[src/rtl/fetch_stage.sv]
// fetch_stage: PC owner and IF/ID register with stall, redirect-with-flush and halt on a sentinel word
module fetch_stage #(
  parameter logic [15:0] RESET_PC  = 16'h0000,
  parameter logic [15:0] HALT_WORD = 16'hFFFF,
  parameter logic [15:0] NOP_WORD  = 16'h0000
) (
  input  logic        clk,
  input  logic        rst,
  input  logic        stall,
  input  logic        branch_taken,
  input  logic [15:0] branch_target,
  input  logic [15:0] imem_instruction,
  output logic [15:0] imem_address,
  output logic [15:0] if_id_instruction,
  output logic [15:0] if_id_pc_plus2,
  output logic        if_id_valid,
  output logic        halted,
  output logic [15:0] fetch_count
);
  typedef enum logic {RUN, HALTED} state_t;
  state_t state, state_next;
  logic [15:0] pc, pc_next, pc_inc, instr_next, pc2_next, count_next;
  logic        valid_next, fire, is_halt, squash;
  always_ff @(posedge clk or posedge rst)
    if (rst) state <= RUN;
    else     state <= state_next;
  always_comb
    state_next = branch_taken ? RUN : (fire && is_halt) ? HALTED : state;
  always_comb
    halted = state == HALTED;
  assign pc_inc  = pc + 16'd2;
  assign is_halt = imem_instruction == HALT_WORD;
  assign fire    = state == RUN && !stall && !branch_taken;
  // a halted stage flushes IF/ID every edge, exactly like a redirect
  assign squash  = branch_taken || state == HALTED;
  always_comb begin
    pc_next    = branch_taken ? {branch_target[15:1], 1'b0} : (fire && !is_halt) ? pc_inc : pc;
    instr_next = squash ? NOP_WORD : fire ? imem_instruction : if_id_instruction;
    valid_next = squash ? 1'b0 : fire ? 1'b1 : if_id_valid;
    pc2_next   = fire ? pc_inc : if_id_pc_plus2;
    count_next = fire ? fetch_count + 16'd1 : fetch_count;
  end
  always_ff @(posedge clk or posedge rst)
    if (rst) begin
      pc                <= {RESET_PC[15:1], 1'b0};
      if_id_instruction <= NOP_WORD;
      if_id_pc_plus2    <= '0;
      if_id_valid       <= 1'b0;
      fetch_count       <= '0;
    end else begin
      pc                <= pc_next;
      if_id_instruction <= instr_next;
      if_id_pc_plus2    <= pc2_next;
      if_id_valid       <= valid_next;
      fetch_count       <= count_next;
    end
  assign imem_address = pc;
endmodule
[config.mk]
export PLATFORM = sky130hd
export DESIGN_NAME = fetch_stage
export DESIGN_NICKNAME = d
export VERILOG_FILES = /design/src/rtl/fetch_stage.sv
export SDC_FILE = /design/constraint.sdc
export NUM_CORES = 1
export LEC_CHECK = 0
export CAP_MARGIN = 0
export CORE_AREA = 2 2 85 87
export CTS_CLUSTER_DIAMETER = 60
export CTS_CLUSTER_SIZE = 10
export DETAILED_ROUTE_END_ITERATION = 16
export DIE_AREA = 0 0 87 89
export PLACE_DENSITY_LB_ADDON = 0.25
export SYNTH_ARGS = -nofsm -noshare
export SYNTH_HDL_FRONTEND = slang
export SYNTH_SLANG_ARGS = --single-unit
[constraint.sdc]
create_clock -name clk -period 2.9 [get_ports clk]
set_clock_uncertainty 0.15 [all_clocks]
set_input_delay 0.58 -clock clk [delete_from_list [all_inputs] [get_ports clk]]
set_output_delay 0.58 -clock clk [all_outputs]
set_load 0.005 [all_outputs]
==> results by group <==
Clocking
  • Deepest clock path buffer count: 2
  • Root Buffer: clkbuf_8
  • Post-CTS sizing: 0
  • Clk Latency, worst-skew pair: 0.34 ns
  • CTS clk-pin slew, worst paths: 0.07 ns
  • Postcts setup bufs: 0
  • CTS tree: done
  • H-Tree Depth: 3
  • Clk sinks: 64
  • Cts bufs inserted: 9
  • Hold_buf cts: 0

Drt
  • Met2 wire len: 3.57 mm
  • Met3 WL: 599 µm
  • Max Used Layer: met4
  • Metal-1 WL: 3.27 mm
  • Post-DR wirelength/cell: 15.8 µm
  • Final ANT Viol Nets: 0
  • Detailed-route via count: 2699
  • Initial drt markers: 117
  • Final WL: 7.59 mm
  • Drt first pass iters: 4
  • Via density: 5.62
  • DRC Markers: 0

Cells and area
  • Register area: 1600 µm²
  • Most common cell after layout, fill and taps aside: clkdlybuf4s50_1
  • Multi-input combinational cell area: 1340 µm²
  • Layout cell share with drive strength beyond 1: 0.0875
  • Most frequent cells in the layout: clkdlybuf4s50_1 (98), dfrtp_1 (64), nand2_1 (38), a22o_1 (17)
  • Filler Cell Count: 555
  • Final nets: 433
  • Ant. Diodes: 0
  • P&R area growth vs syn: 43.4%

Die
  • Initial core utilization: 0.452
  • Die X-Extent: 87 µm
  • # IOs: 102
  • DIE HEIGHT: 89 µm
  • Core ar.: 6720 µm²
  • Die footprint: 7740 µm²
  • Row count: 30

Synth
  • Seq cells post-synth: 64
  • Async S/R FF share, synth: 1.00
  • Number of synthesized flops with an enable pin: 0
  • Synthesized area: 3030 µm²
  • Synth Instances: 292
  • Register area share after synthesis: 0.528
  • Synth area leaders: dfrtp_1 (53%), a22o_1 (4.9%), nand2_1 (4.7%)
  • Top-area cell type share of the netlist area: 0.528
  • Yosys cell types: 41
  • Prevailing post-synth register cell: dfrtp_1
  • Syn Area/Cell: 10.4 µm²
  • Dominant cell type by area after synthesis: dfrtp_1
  • Syn. warnings: 0

Hold path
  • Hold Path Origin: if_id_pc_plus2[15]
  • Hold crit path type: flip-flop to flip-flop

Timing
  • RSZ-0062 raised after global routing: false
  • Post-layout min period: 2.38 ns
  • Crit share post-route: 0.822
  • Final Hold Vio Count: 0
  • F_max: 0.420 GHz
  • Slew Limit Fails: 0
  • Max-slew headroom: 0.574
  • Setup violations, final: 0
  • Final TNS setup: 0 ns
  • Worst slew pin tran: 0.633 ns
  • Worst setup margin: 0.517 ns

Global routing
  • Largest net degree at the start of global routing: 48
  • GRT Overall Usage: 0.208
  • Initial antenna violation count: 0
  • Total global routing overflow: 0
  • Vias in the first global route: 2621
  • First-pass GRT wire length: 12.4 mm

Setup path
  • CP max stage delay: 0.69 ns
  • CP cell instances: clkdlybuf4s50_1 -> nand4_1 -> or4_1 -> nand2_1 -> o311ai_0
  • Worst r2r src: imem_address[1]
  • Slowest cell on the critical path: or4_1
  • CP Class: primary input to flip-flop
  • Worst Setup SP: imem_instruction[2]
  • Cell class contributing the biggest share of worst-path delay: simple AND/OR/NAND/NOR gates
  • Crit path required time: 2.94 ns
  • Crit. End Element: flip-flop
  • CP Launch Type: primary input
  • Worst EP arrival: 2.42 ns
  • Crit path max fanout: 8
  • WP buf/inv: 1

Job
  • Max-cap violations: 0

Power
  • Pwr Total: 2410 µW
  • Power density over cell area: 553 nW/µm²
  • VDD IR max: 0.000287 V
  • Static leakage: 0.00183 µW

Status
  • Status: completed

Place
  • Final GP Congestion: 0.853
  • Port buffer count: 98
  • HPWL Detailed: 5.51 mm
  • Post-place setup slack: 0.162 ns
[worst min-delay path, stage by stage (launching register included)]
cell	delay [ns]
dfrtp_1	0.34
nand2_1	0.04
o21ai_0	0.06
[area by class of cell]
class,count,share of cell area
tap,80,0.0230
sequential,64,0.368
multi-input combinational,203,0.307
clock inverter,3,0.00920
timing repair buffer,108,0.248
clock buffer,13,0.0365
inverter,9,0.00777
[flip-flops by register name (all words and copies together) (netlist names)]
name and cells:
if_id_valid 1, if_id_pc_plus2 15, if_id_instruction 16, imem_address 15, fetch_count 16, halted 1
[synth_stat cells, types with 4 or more instances]
| cell | number |
|---|---|
| nand3_1 | 11 |
| dfrtp_1 | 64 |
| a21oi_1 | 4 |
| inv_1 | 9 |
| xnor2_1 | 14 |
| o21ai_0 | 12 |
| xor2_1 | 13 |
| nand4_1 | 14 |
| nand2_1 | 38 |
| clkbuf_1 | 11 |
| nor2b_1 | 4 |
| nor3_1 | 9 |
| o311ai_0 | 8 |
| o211ai_1 | 4 |
| a22o_1 | 17 |
| nor4_1 | 6 |
| nor2_1 | 14 |
[per-layer routing]
layer / GRT usage / vias to the layer above
met5: 0 / -
met4: 0.0980 / 0
met3: 0.0572 / 16
met2: 0.328 / 110
met1: 0.266 / 1295
li1: - / 1278
[power by group]
group	total (µW)	switching [µW]	internal (µW)
Combinational	519	194	325
Clock	769	327	442
Sequential	1120	118	999
Total	2410	639	1770
[path summary, 6_finish.rpt]
kind	endpoint	slack (ns)	cells after the start
worst max-delay path	imem_address[8]	0.52	5
worst min-delay path	if_id_pc_plus2[15]	0.33	2
worst max register to register	imem_address[13]	0.79	5
worst min register to register	if_id_pc_plus2[15]	0.33	2
max in group asynchronous	if_id_pc_plus2[15]	1.63	3
min in group asynchronous	if_id_instruction[11]	0.39	2
[per-stage QoR]
| step | instance area (µm²) | cells | hold WS [ns] | utilization |
|---|---|---|---|---|
| after floorplan | 3040 | 293 | 0.315 | - |
| after global placement | 4150 | 464 | 0.309 | 0.618 |
| after detailed placement | 4150 | 464 | 0.319 | 0.618 |
| after CTS | 4350 | 480 | 0.334 | 0.647 |
| after global routing | 4350 | 480 | 0.350 | 0.647 |
| final | 4350 | 480 | 0.327 | 0.647 |
[kinds of logic (layout without fill, tap and decap cells)]
group | count (synthesis) | count (layout) | share of synthesized area
other | 1 | 2 | 0.00124
AOI/OAI and AO/OA | 58 | 58 | 0.145
adders and majority gates | 2 | 2 | 0.00825
DFF | 64 | 64 | 0.528
and+or+nand+nor | 114 | 114 | 0.202
buffers and inverters | 26 | 133 | 0.0371
xor gates and xnor gates | 27 | 27 | 0.0779
No activity file was read; power rests on OpenSTA's default activity.
